File: src/rtl/mem_arbiter.sv
// Shared memory-port controller: arbitrates fetch and data requests, decodes the
// address to ROM, RAM or the GPIO register, and runs one access at a time.
module mem_arbiter #(
   parameter int          ROM_WORDS = 1024,
   parameter int          RAM_WORDS = 1024,
   parameter logic [31:0] RAM_BASE  = 32'h0000_1000,
   parameter logic [31:0] GPIO_ADDR = 32'h0000_2000,
   localparam int         ROM_AW    = $clog2(ROM_WORDS),
   localparam int         RAM_AW    = $clog2(RAM_WORDS)
) (
   input  logic              clk,
   input  logic              rst,
   input  logic              if_req,
   input  logic [31:0]       if_addr,
   output logic              if_gnt,
   output logic              if_rvalid,
   output logic [31:0]       if_rdata,
   output logic              if_err,
   input  logic              d_req,
   input  logic              d_we,
   input  logic [31:0]       d_addr,
   input  logic [31:0]       d_wdata,
   input  logic [3:0]        d_be,
   output logic              d_gnt,
   output logic              d_rvalid,
   output logic              d_err,
   output logic [31:0]       d_rdata,
   output logic              rom_en,
   output logic [ROM_AW-1:0] rom_addr,
   input  logic [31:0]       rom_rdata,
   output logic              ram_en,
   output logic [3:0]        ram_we,
   output logic [RAM_AW-1:0] ram_addr,
   output logic [31:0]       ram_wdata,
   input  logic [31:0]       ram_rdata,
   output logic [7:0]        gpio,
   output logic [1:0]        state_dbg
);

   typedef enum logic [1:0] {S_IDLE = 2'd0, S_ACCESS = 2'd1, S_RESP = 2'd2} state_e;
   typedef enum logic [1:0] {T_ROM = 2'd0, T_RAM = 2'd1, T_GPIO = 2'd2, T_FAULT = 2'd3} tgt_e;

   localparam logic [31:0] ROM_END = 32'(ROM_WORDS * 4);
   localparam logic [31:0] RAM_END = RAM_BASE + 32'(RAM_WORDS * 4);

   state_e              state_q, state_d;
   logic                last_data_q;
   logic                id_data_q;
   logic                we_q;
   logic [31:0]         wdata_q;
   logic [3:0]          be_q;
   tgt_e                tgt_q;
   logic [ROM_AW-1:0]   rom_idx_q;
   logic [RAM_AW-1:0]   ram_idx_q;
   logic [7:0]          gpio_q;

   logic                pick_data;
   logic                req_ok;
   logic                accept;
   logic [31:0]         sel_addr;
   logic                sel_we;
   tgt_e                sel_tgt;
   logic [31:0]         resp_data;

   // Handshake: a requester holds req with stable address; gnt is combinational,
   // only in IDLE, and the request is taken at the edge where req & gnt are high.
   always_comb begin
      pick_data = d_req && (!if_req || !last_data_q);
      req_ok    = (d_req || if_req) && !rst && (state_q == S_IDLE);
      d_gnt     = req_ok && pick_data;
      if_gnt    = req_ok && !pick_data;
      accept    = d_gnt || if_gnt;
      sel_addr  = pick_data ? d_addr : if_addr;
      sel_we    = pick_data && d_we;
   end

   always_comb begin
      sel_tgt = T_FAULT;
      if (sel_addr[1:0] == 2'b00) begin
         if (sel_addr < ROM_END)
            sel_tgt = sel_we ? T_FAULT : T_ROM;
         else if (sel_addr >= RAM_BASE && sel_addr < RAM_END)
            sel_tgt = T_RAM;
         else if (sel_addr == GPIO_ADDR)
            sel_tgt = pick_data ? T_GPIO : T_FAULT;
      end
   end

   always_ff @(posedge clk) begin
      if (rst) state_q <= S_IDLE;
      else     state_q <= state_d;
   end

   always_comb begin
      state_d = state_q;
      case (state_q)
         S_IDLE:   if (accept) state_d = S_ACCESS;
         S_ACCESS: state_d = S_RESP;
         S_RESP:   state_d = S_IDLE;
         default:  state_d = S_IDLE;
      endcase
   end

   // RAM index subtracts only the word bits; valid RAM hits are word aligned.
   always_ff @(posedge clk) begin
      if (rst) begin
         last_data_q <= 1'b0;
         id_data_q   <= 1'b0;
         we_q        <= 1'b0;
         wdata_q     <= '0;
         be_q        <= '0;
         tgt_q       <= T_FAULT;
         rom_idx_q   <= '0;
         ram_idx_q   <= '0;
         gpio_q      <= '0;
      end else begin
         if (accept) begin
            last_data_q <= d_gnt;
            id_data_q   <= d_gnt;
            we_q        <= sel_we;
            wdata_q     <= d_wdata;
            be_q        <= d_be;
            tgt_q       <= sel_tgt;
            rom_idx_q   <= sel_addr[ROM_AW+1:2];
            ram_idx_q   <= sel_addr[RAM_AW+1:2] - RAM_BASE[RAM_AW+1:2];
         end
         if (state_q == S_ACCESS && tgt_q == T_GPIO && we_q && be_q[0])
            gpio_q <= wdata_q[7:0];
      end
   end

   always_comb begin
      rom_en    = 1'b0;
      ram_en    = 1'b0;
      ram_we    = 4'b0;
      rom_addr  = rom_idx_q;
      ram_addr  = ram_idx_q;
      ram_wdata = wdata_q;
      if_rvalid = 1'b0;
      if_err    = 1'b0;
      if_rdata  = '0;
      d_rvalid  = 1'b0;
      d_err     = 1'b0;
      d_rdata   = '0;
      resp_data = '0;
      if (!rst && state_q == S_ACCESS) begin
         rom_en = (tgt_q == T_ROM);
         ram_en = (tgt_q == T_RAM);
         ram_we = (tgt_q == T_RAM && we_q) ? be_q : 4'b0;
      end
      if (!rst && state_q == S_RESP) begin
         case (tgt_q)
            T_ROM:   resp_data = rom_rdata;
            T_RAM:   resp_data = we_q ? 32'h0 : ram_rdata;
            T_GPIO:  resp_data = we_q ? 32'h0 : {24'h0, gpio_q};
            default: resp_data = 32'h0;
         endcase
         if (id_data_q) begin
            d_rvalid = 1'b1;
            d_err    = (tgt_q == T_FAULT);
            d_rdata  = resp_data;
         end else begin
            if_rvalid = 1'b1;
            if_err    = (tgt_q == T_FAULT);
            if_rdata  = resp_data;
         end
      end
   end

   assign gpio      = gpio_q;
   assign state_dbg = state_q;

endmodule

File: config.mk
export PLATFORM = sky130hd
export DESIGN_NAME = mem_arbiter
export DESIGN_NICKNAME = d
export VERILOG_FILES = /design/src/rtl/mem_arbiter.sv
export SDC_FILE = /design/constraint.sdc
export NUM_CORES = 1
export LEC_CHECK = 0
export CORE_AREA = 2 2 120 122
export CTS_CLUSTER_SIZE = 30
export DETAILED_ROUTE_END_ITERATION = 16
export DIE_AREA = 0 0 122 124
export PLACE_DENSITY = 0.69
export SETUP_SLACK_MARGIN = 0.3
export SYNTH_ARGS = -nofsm -noshare
export SYNTH_HDL_FRONTEND = slang
export SYNTH_SLANG_ARGS = --single-unit
File: constraint.sdc
create_clock -name clk -period 3.15 [get_ports clk]
set_input_delay 0.4725 -clock clk [delete_from_list [all_inputs] [get_ports clk]]
set_output_delay 0.4725 -clock clk [all_outputs]
set_load 0.05 [all_outputs]
# Yosys cells after proc, flatten, opt, wreduce, memory -nomap -nowiden
# Cells that the tools add are included.
# classes
n_addsub	0
n_mul	0
n_div	0
magnitude_cmp	3
eq_ne	7
shift	0
muxes	28
bitwise	0
reduce_logical	23
# ops
operator	count
$mux 32	6
$pmux 32 s3	1
$eq 32x14->1 const B	1
$ge 32x13->1 const B	1
$lt 32x13->1 const B	1
$lt 32x14->1 const B	1
$logic_and 1x1->1	13
$mux 1	12
$mux 2	5
$mux 4	2
$mux 8	1
$eq 2x2->1 const B	3
$logic_not 2->1	3
$eq 2x1->1 const B	2
$logic_not 1->1	4
$pmux 2 s2	1
$logic_or 1x1->1	3
$ne 2x2->1 const B	1
# totals
regBits	60
latchBits	0
ram_bits	0
mem_bits_ro	0
inputBits	169
output_inout_bits	138
word_cells	69
n_memories	0

# Logic depth before layout (Yosys ltp)
# Gate-level depths: netlist of the first run.
# logic_depth
word_depth	9
depth_mapped	7
depth_no_buf	6

# Worst setup path after synthesis of the first run
# No wires, ideal clock.
# synth_timing
path_type	reg-to-output
startpoint	register state_q[0] (netlist: state_dbg[0])
endpoint	output port ram_we[0]
arrival_time_ps	2428
t_required_ps	2677
slack_ps	250
stages_incl_launch_ff	5
n_path_buf	0
cell_sequence	dfxtp_1 > nand2b_1 > or2_2 > nor2_1 > and3_1
# synth_between
elab_chain_len	3
# synth_lines
item	line_no	text
start, declared	46	state_e state_q, state_d;
start signal, assigned	91	else state_q <= state_d;
$eq 2x1->1	146	if (!rst && state_q == S_ACCESS) begin
$logic_and 1x1->1	146	
$mux 4	146	
end, declared	32	output logic [3:0] ram_we,
# No other way between the ends.

# Worst setup path in the final report of the first run
# layout_timing
startpoint	register tgt_q[1]
endpoint	output port d_rdata[31]
# layout_between
elab_chain_len	4
elab_cells_between_ends	6
cone_classes	eq/ne: 2; mux: 3; reduce/logical: 1
# layout_lines
item	line_no	text
start, declared	52	tgt_e tgt_q;
start signal, assigned	123	tgt_q <= sel_tgt;
$eq 2x2->1 (tied with other cells)	152	case (tgt_q)
$pmux 32 s3 *	152	
$mux 32 *	158	if (id_data_q) begin
$mux 32 *	151	if (!rst && state_q == S_RESP) begin
end, declared	27	output logic [31:0] d_rdata,
# Mark *: on every way between the ends. The rest lies on a longest branch, timed or not.

==> results of run 1 <==
-- critical path, delay by kind of cell, from the launching register on --
kind	cells	cell delay, ps
flops	1	500
buf+inv	2	430
compound gates	1	410
simple gates	3	390
-- cell families after synthesis --
kind of cell | count (synthesis) | synth area share [%]
AO/OA/AOI/OAI | 94 | 18.3
buffers and inverters | 47 | 7.68
flip-flops | 60 | 38.2
multiplexers | 18 | 5.73
AND/OR/NAND/NOR | 220 | 30.1
-- cell type report --
type / count / share of cell area, %
flip-flops and latches: 60 / 16.5
clock buffers: 12 / 3.38
clock inverters: 4 / 0.995
inverters: 5 / 0.326
repair buffers: 314 / 52.1
well taps: 180 / 3.09
multi-input cells: 332 / 23.6
-- power by group through the flow --
stage | sequential, mW | combinational, mW | clock [mW]
2_1_floorplan | 0.978 | 0.190 | 0
3_3_place_gp | 0.847 | 0.648 | 0
3_5_place_dp | 0.849 | 0.656 | 0
4_1_cts | 0.834 | 0.659 | 1.06
5_1_grt | 0.839 | 0.692 | 1.09
6_report | 0.834 | 0.657 | 1.04
-- timing repair --
item                                    4_1_cts  5_1_grt
hold buffers                                  0        0
gates resized for setup                       0        3
endpoints found under the setup margin        0       14
-- sequential cells by signal (all words and copies together), names as in the netlist --
signal / cells
be_q: 4
gpio: 8
id_data_q: 1
ram_addr: 10
ram_wdata: 32
state_dbg: 2
tgt_q: 2
we_q: 1
-- per-layer routing --
metal | GRT usage [%] | up-vias
met1 | 20.4 | 1946
met4 | 5.46 | 0
met2 | 34.2 | 190
li1 | - | 2048
met3 | 6.59 | 21
met5 | 0 | -
-- through the flow --
step / utilization [%] / worst slack, ps
6_report: 53.1 / 628
3_3_place_gp: 50.8 / 612
5_1_grt: 53.1 / 491
4_1_cts: 53.1 / 353
3_5_place_dp: 50.8 / 615
2_1_floorplan: - / 516
-- path summary, 6_finish.rpt --
kind,start,to,cells past startpoint
min reg2reg,be_q[3],be_q[3],2
min,be_q[3],be_q[3],2
max,tgt_q[1],d_rdata[31],6
max reg2reg,state_dbg[1],tgt_q[1],6
-- synthesized netlist by cell type (3+ instances only) --
cell      count  area, um^2
a21oi_1      54         270
nor2b_1       9        56.3
nor4_1       11        68.8
nand2b_1      4        25.0
nor2_1       99         372
buf_2         4        20.0
a211oi_1     10        75.1
nand3_1       3        15.0
nand2_1      76         285
nor3_1        3        15.0
buf_4        10        75.1
a22oi_1      24         180
and3_1        5        31.3
inv_1         4        15.0
clkbuf_1     26        97.6
dfxtp_1      60        1200
mux2i_1      18         180
==> metrics, run 1 <==
layout net count 891; Sink Count 60; Vias 4,205; Post-Layout Inst Area 7290 um^2; Area Overhead vs Synth 132%; post-synthesis sequential area ratio 38.2%; commonest non-fill, non-tap cell in the layout clkdlybuf4s50_1; Int Pwr around 1.8 mW; commonest cells after routing, fill and taps aside clkdlybuf4s50_1 (229), nor2_1 (96), nand2_1 (76); Pins Over Slew Limit 0; critical path class reg -> out; relative slew slack 57.1%; first-pass GRT wire length 22,200 um; mapped cell area 3150 um^2; Die Width 122 um; fin crit period between 2000 and 3000 ps; Tot Pwr 2.53 mW; met1 wire length 5570 um; Vert. Die Dim around 120 um; static leakage 2.60 nW; H-tree Lvls 3; Final GP Congestion ~0.86; dpl cells between 800 and 900; core area 13,700 um^2; RSZ-0062 raised after global routing false; flop2flop setup slack 1300 ps; HP Class reg -> reg; Detailed Place HPWL ~12,000 um; Min Hold Slack 452 ps; Post-synth EDFFs 0; cells along the critical path nand2b_1 > nor2_2 > buf_4 > a22oi_1 > nor2_1 > buf_12; total die area around 15,000 um^2; Seq. cell area between 1000 and 1500 um^2; I/O Buffers 306; TritonCTS Buffers 9; number of global-route vias before repair slightly above 4,000; Top FF cell, synth dfxtp_1; part of the power in combinational logic roughly 26%; crit-path max FO 32; final non-filler cell total 907; Max Used Layer met4; clock network latency to the later pin of the worst-skew pair 320 ps; Synth Register Bits 60; Max Freq 396 MHz; met3 wire len about 1400 um; # diodes 0; # rows 43; Root Buffer clkbuf_16; skew final 3.64 ps; Setup Viol. Count Final 0; Via density 4.64; Peak VDD IR 353 uV; Placed Area between 6000 and 7000 um^2; TritonRoute pass-1 iters 4; GR Overflow Total 0; Detailed Route WL around 15,000 um; final setup TNS 0 ps; crit share post-route 80.1%; initial antenna violation count 0; library cells used by synthesis 33; Sw Pwr 0.703 mW; PD cells around 350 nW/um^2; CP startpoint kind register; worst slew pin tran 643 ps; worst path arrival time 2050 ps; wire per inst around 17 um; met2 WL post-DR just under 8000 um; Initial DRC Count 244; antenna viol nets, final 0; Slowest cell on crit path dfxtp_2; cells after synthesis 439; Initial Util 22.9%; Hold Vio Cnt, Final 0; setup bufs post-CTS 0; Ports between 300 and 400; share of power burned in registers 32.9%; GRT Resource Usage Total 18.7%; CTS max path bufs 2; Max-Cap Viols 0; Fillers 1,247; # DRC 0; syn avg cell area roughly 7.2 um^2; clock group share of total power 41.1%; area of the multi-input gates 1720 um^2; fraction of registers with async set or reset after synthesis 0%; WP data required 2680 ps; CTS tree built; pin count of the biggest net entering global routing 62; Worst setup EP type primary output; CTS clk-pin slew, worst paths 50 ps; CP max stage delay ~500 ps; Yosys warning count 0; Syn Nets 608; fraction of layout cells with a size suffix above 1 15.1%; switching portion of total power 27.7%; status completed
Note: power is estimated with default switching activity, not from simulation.
==> inputs of run 2 (changes only) <==
Settings changed: CORE_AREA 2 2 120 122 to 2 2 119 121, DIE_AREA 0 0 122 124 to 0 0 121 123, PLACE_DENSITY 0.69 to 0.7.
Clock period 3.15 ns to 2.5 ns, I/O delays scaled along.
==> run 2 against run 1 <==
  * Cell count rose by 0.99%
  * Via count up 1.5%
  * Critical path depth stayed put
  * Combinational power rose by 28%
  * Highest routed layer unchanged
  * Hold slack worse by 110 ps
  * Non-clock buffer count rose by 8
  * Register-to-register slack worse by 510 ps
  * Routed wire length is 3.9% higher
  * Clock power up 6%
  * Clock skew rose by 4.0 ps
  * Count of clock-buffer cells in the layout shrank 1
  * Die area fell by 1.6%
==> metrics, run 2 (synthesis results as in run 1) <==
Slowest cell on crit path dfxtp_2; clock group share of total power 36.7% (-4.4 points); Initial Util 23.1% (+0.18 points); TritonCTS Buffers 9 (unchanged); most used cell, CP nor2_2; skew final 7.68 ps (+4.03 ps); GR Overflow Total 0 (unchanged); Pins Over Slew Limit 0 (unchanged); share of power burned in registers 35.2% (+2.3 points); pin count of the biggest net entering global routing 39 (-37%); Max Freq approximately 460 MHz; fraction of layout cells with a size suffix above 1 26.4% (+11 points); clock network latency to the later pin of the worst-skew pair 320 ps (about the same); CP max stage delay 380 ps (-120 ps); commonest non-fill, non-tap cell in the layout clkdlybuf4s50_1; core area 13,600 um^2 (-0.78%); Setup Viol. Count Final 0 (unchanged); R2R depth 6 (unchanged); Final GP Congestion 0.861 (+0.13%); crit share post-route 86.6%; CP startpoint kind register; WHS Endpoint ram_addr[7]; PD cells 388 nW/um^2 (+12%); Sw Pwr 0.889 mW (+26%); Hold Path Origin rst; Min Hold Slack 338 ps (-115 ps); Largest register FFs 32 (unchanged); met3 wire len 1410 um (-2.6%); status completed; Area Overhead vs Synth 145%; Sink Count 60 (unchanged); wire per inst 17.2 um (+2.9%); Vert. Die Dim 123 um (-0.81%); H-tree Lvls 3 (unchanged); # DRC 0 (unchanged); static leakage 2.67 nW (+2.7%); antenna viol nets, final 0 (unchanged); crit path buf inv count 3 (+1); crit-path max FO 24 (-25%); switching portion of total power 29.7% (+2.0 points); initial antenna violation count 1 (+1); first-pass GRT wire length 22,500 um (+1.1%); Hold Vio Cnt, Final 0 (unchanged); RSZ-0062 raised after global routing true; Via density 4.66 (+0.52%); Int Pwr 2.10 mW (+15%); Detailed Route WL 15,700 um (+3.9%); CTS clk-pin slew, worst paths 50 ps (about the same); fin crit period 2170 ps; HP Class in -> reg; Die Width 121 um (-0.82%); Tot Pwr 2.99 mW (+18%); WP data required 2120 ps (-560 ps); hold path cells 2 (unchanged); CTS max path bufs 2 (unchanged); Setup WS post-layout 334 ps (-294 ps); worst slack, placed 289 ps (-327 ps); Ports 307 (unchanged); layout net count 899 (+0.90%); Detailed Place HPWL 12,300 um (+0.84%); part of the power in combinational logic 28.1% (+2.2 points); Worst setup EP type primary output; GRT Resource Usage Total 19.2% (+0.51 points); worst path arrival time 1790 ps (-260 ps); cells along the critical path buf_4 > nor2_2 > buf_8 > a22oi_1 > nor2_2 > buf_12; final setup TNS 0 ps (unchanged); Root Buffer clkbuf_16; # rows 43 (unchanged); Final Util 56.7% (+3.5 points); CTS Hold Bufs 0 (unchanged); met2 WL post-DR 8380 um (+7.2%); Reg-to-Reg Start state_dbg[1]; total die area 14,900 um^2 (-1.6%); flop2flop setup slack 790 ps (-510 ps); number of global-route vias before repair 4,208 (+2.5%); CTS tree built; Worst R2R End ram_wdata[7]; commonest cells after routing, fill and taps aside clkdlybuf4s50_1 (229), nand2_1 (76), buf_12 (70); I/O Buffers 306 (unchanged); worst slew pin tran 556 ps (-86.9 ps); delay-heaviest family, CP buffers and inverters; relative slew slack 62.9% (+5.8 points); Max Used Layer met4; CP Depth 6 (unchanged); met1 wire length 5690 um (+2.2%); Initial DRC Count 190 (-22%); Max-Cap Viols 0 (unchanged); critical path class reg -> out; Vias 4,269 (+1.5%); TritonRoute pass-1 iters 4 (unchanged); Peak VDD IR 440 uV (+25%)
-- run 2: cell types whose count changed in the layout (fill, tap and decap cells not counted), moves of 4 or more --
cell | before | now
nor2_1 | 96 | 48
nor2_2 | 4 | 50
a22oi_1 | 24 | 10
a22oi_2 | 0 | 14
clkbuf_16 | 9 | 17
a21oi_1 | 54 | 50
a21oi_2 | 0 | 4
-- run 2: layout make-up --
type	instances	area, um^2
Clock inverter	5	27.5
Multi-Input combinational cell	332	1970
Inverter	5	23.8
Clock buffer	11	243
Fill cell	1180	5900
Sequential cell	60	1210
Tap cell	180	225
Timing Repair Buffer	322	4020
Antenna cell	1	2.50
-- run 2: worst max-delay path by stage --
stage	slack (ps)	startpoint	endpoint
finish	330	tgt_q[0]	d_rdata[20]
global route	240	state_dbg[1]	d_gnt
CTS	290	tgt_q[1]	d_rdata[17]
detailed placement	290	d_addr[31]	tgt_q[0]
global placement	340	if_addr[30]	tgt_q[0]
floorplan	220	state_dbg[1]	ram_we[0]
-- run 2: power by group through the flow --
stage                     registers [mW]  logic, mW  clock network [mW]
after floorplan                     1.23      0.241                   0
after global placement              1.07      0.820                   0
after detailed placement            1.07      0.833                   0
after CTS                           1.05      0.837                1.13
after global routing                1.06      0.885                1.18
final                               1.05      0.841                1.10
-- run 2: repair_timing --
action                     CTS  global route
setup endpoints to repair   64            69
gates resized for setup      7            57
pin swaps                    0            16
gates cloned                 0             3
buffers inserted             0             1
-- run 2: worst register-to-register path, delay by kind of cell, from the launching register on --
kind	cells	cell delay, ps
buffers and inverters	2	560
and+or+nand+nor	2	440
DFF	1	340
AOI/OAI and AO/OA	2	290
-- run 2: layer usage --
| metal | vias to the layer above | global-route usage (%) |
|---|---|---|
| met5 | - | 0 |
| met4 | 0 | 4.36 |
| met3 | 23 | 6.37 |
| met2 | 190 | 36.5 |
| met1 | 1986 | 20.6 |
| li1 | 2070 | - |
-- run 2: stage by stage --
step / cells / instance area, um^2
6_report: 916 / 7710
5_1_grt: 915 / 7710
4_1_cts: 911 / 7440
3_5_place_dp: 895 / 7140
3_3_place_gp: 895 / 7140
2_1_floorplan: 439 / 3220
==> inputs of run 3 (changes only) <==
--- a/config.mk
+++ b/config.mk
@@ -6,9 +6,11 @@
 export NUM_CORES = 1
 export LEC_CHECK = 0
-export CORE_AREA = 2 2 119 121
+export CELL_PAD_IN_SITES_DETAIL_PLACEMENT = 0
+export CELL_PAD_IN_SITES_GLOBAL_PLACEMENT = 1
+export CORE_MARGIN = 2
+export CORE_UTILIZATION = 19
 export CTS_CLUSTER_SIZE = 30
 export DETAILED_ROUTE_END_ITERATION = 16
-export DIE_AREA = 0 0 121 123
-export PLACE_DENSITY = 0.7
+export PLACE_DENSITY = 0.87
 export SETUP_SLACK_MARGIN = 0.3
 export SYNTH_ARGS = -nofsm -noshare
==> constraint.sdc (replaced) <==
create_clock -name clk -period 2.5 [get_ports clk]
set_input_delay 0.625 -clock clk [delete_from_list [all_inputs] [get_ports clk]]
set_output_delay 0.625 -clock clk [all_outputs]
set_load 0.05 [all_outputs]
==> run 3 against run 2 <==
  * Setup slack got worse by 200 ps
  * Highest routed layer unchanged
  * Register-to-register slack improved by 150 ps
  * Critical endpoint is now d_rdata[12]
  * Sequential cell count did not move
  * Clock power rose by 11%
  * Non-clock buffer count rose by 52
  * Largest power group unchanged
  * Routed wire length rose by 4.8%
==> metrics, run 3 (synthesis results as in run 1) <==
# diodes 0 (-1); Initial DRC Count 143 (-25%); final setup TNS 0 ps (unchanged); wire per inst 16.4 um (-4.5%); first-pass GRT wire length 24,800 um (+10%); Initial Util 19.2% (-3.9 points); TritonRoute pass-1 iters 4 (unchanged); clock network latency to the later pin of the worst-skew pair 330 ps (about the same); Setup Viol. Count Final 0 (unchanged); number of global-route vias before repair 4,433 (+5.3%); Final Util 53.7% (-2.9 points); # DRC 0 (unchanged); commonest cells after routing, fill and taps aside clkdlybuf4s50_1 (211), buf_12 (84), nand2_1 (75); PD cells 358 nW/um^2 (-7.8%); skew final 7.70 ps (+0.0185 ps); Root Buffer clkbuf_16; Largest register FFs 32 (unchanged); status completed; Max Freq 423 MHz (-8.3%); fin crit period 2360 ps (+197 ps); Worst setup EP type primary output; CTS max path bufs 2 (unchanged); Die Width 133 um (+9.6%); met3 wire len 1240 um (-12%); CP startpoint kind register; static leakage 3.15 nW (+18%); met1 wire length 6270 um (+10%); worst slew pin tran 585 ps (+28.8 ps); Vert. Die Dim 133 um (+7.9%); Via density 4.40 (-5.5%); TritonCTS Buffers 9 (unchanged); Hold Vio Cnt, Final 0 (unchanged); HP Class reg -> reg; Area Overhead vs Synth 180%; critical path class reg -> out; Peak VDD IR 381 uV (-13%); initial antenna violation count 0 (-1); antenna viol nets, final 0 (unchanged); commonest non-fill, non-tap cell in the layout clkdlybuf4s50_1; Sink Count 60 (unchanged); WP data required 1880 ps (-240 ps); layout net count 951 (+5.8%); GRT Resource Usage Total 17.9% (-1.3 points); crit share post-route 94.5% (+7.9 points); crit-path max FO 8 (-67%); met2 WL post-DR 8760 um (+4.5%); RSZ-0062 raised after global routing true; Fillers 1,411 (+20%); core area 16,400 um^2 (+21%); Final GP Congestion 0.767 (-11%); Max Used Layer met4; Vias 4,429 (+3.7%); relative slew slack 61.0% (-1.9 points); Detailed Route WL 16,500 um (+4.8%); I/O Buffers 306 (unchanged); total die area 17,600 um^2 (+18%); Ports 307 (unchanged); Max-Cap Viols 0 (unchanged); worst path arrival time 1740 ps (-50 ps); CTS tree built; H-tree Lvls 3 (unchanged); Detailed Place HPWL 12,300 um (+0.29%); GR Overflow Total 0 (unchanged); Pins Over Slew Limit 0 (unchanged); CTS clk-pin slew, worst paths 50 ps (about the same); fraction of layout cells with a size suffix above 1 35.4% (+9.0 points); # rows 47 (+9.3%); pin count of the biggest net entering global routing 61 (+56%)
[run 3: changes by cell type in the layout (fill, tap and decap cells not counted), sizes merged, moves of 2 or more]
cell	before	now
buf	85	144
clkdlybuf4s50	229	211
dlygate4sd2	0	10
clkbuf	19	10
dlymetal6s2s	0	8
clkinvlp	1	3
inv	5	3
[run 3: final cells by class]
cell class / instances / area [um^2] / share of cell area, %
clock inverters: 5 / 52.6 / 0.596
repair buffers: 374 / 4600 / 52.1
flip-flops and latches: 60 / 1220 / 13.8
inverters: 5 / 31.3 / 0.355
well taps: 220 / 275 / 3.12
clock buffers: 10 / 239 / 2.71
multi-input cells: 332 / 2410 / 27.3
[run 3: path summary, 6_finish.rpt]
check / start / endpoint / slack, ps / cells past startpoint
setup reg to reg: we_q / gpio[3] / 940 / 5
setup / recovery: tgt_q[1] / d_rdata[12] / 140 / 9
hold reg to reg: ram_wdata[30] / ram_wdata[30] / 450 / 2
hold / removal: ram_wdata[30] / ram_wdata[30] / 450 / 2
[run 3: worst max-delay path: stages (launching register included)]
cell      delay (ps)
dfxtp_4          360
nand2b_4         140
nor2_4            40
buf_6            120
buf_12           120
buf_16           150
a22oi_2          150
buf_6            140
nor2_4            40
buf_12           150
[run 3: metal layers]
metal / up-vias / global-route usage (%)
met1: 2040 / 19.9
met4: 0 / 4.48
met3: 16 / 5.63
met5: - / 0
li1: 2176 / -
met2: 197 / 33.1
[run 3: through the flow]
stage	setup slack [ps]	power (mW)	instance area, um^2	cells	hold slack [ps]
floorplan	132	1.49	3670	439	437
global placement	7.65	1.92	7950	970	441
detailed placement	-21.8	1.93	7950	970	447
CTS	92.2	3.18	8640	1002	453
global route	70.5	3.27	8820	1006	470
finish	137	3.15	8820	1006	450
[run 3: repair_timing]
item / 4_1_cts / 5_1_grt
gates cloned: 5 / 0
endpoints found under the setup margin: 74 / 82
gates resized for setup: 60 / 35
pin swaps: 47 / 20
buffers inserted: 12 / 4
hold buffers: 0 / 0
[run 3: power by group]
group / internal [mW] / switching, mW
Sequential: 1.01 / 0.0391
Clock: 0.786 / 0.432
Combinational: 0.428 / 0.458
Total: 2.23 / 0.929
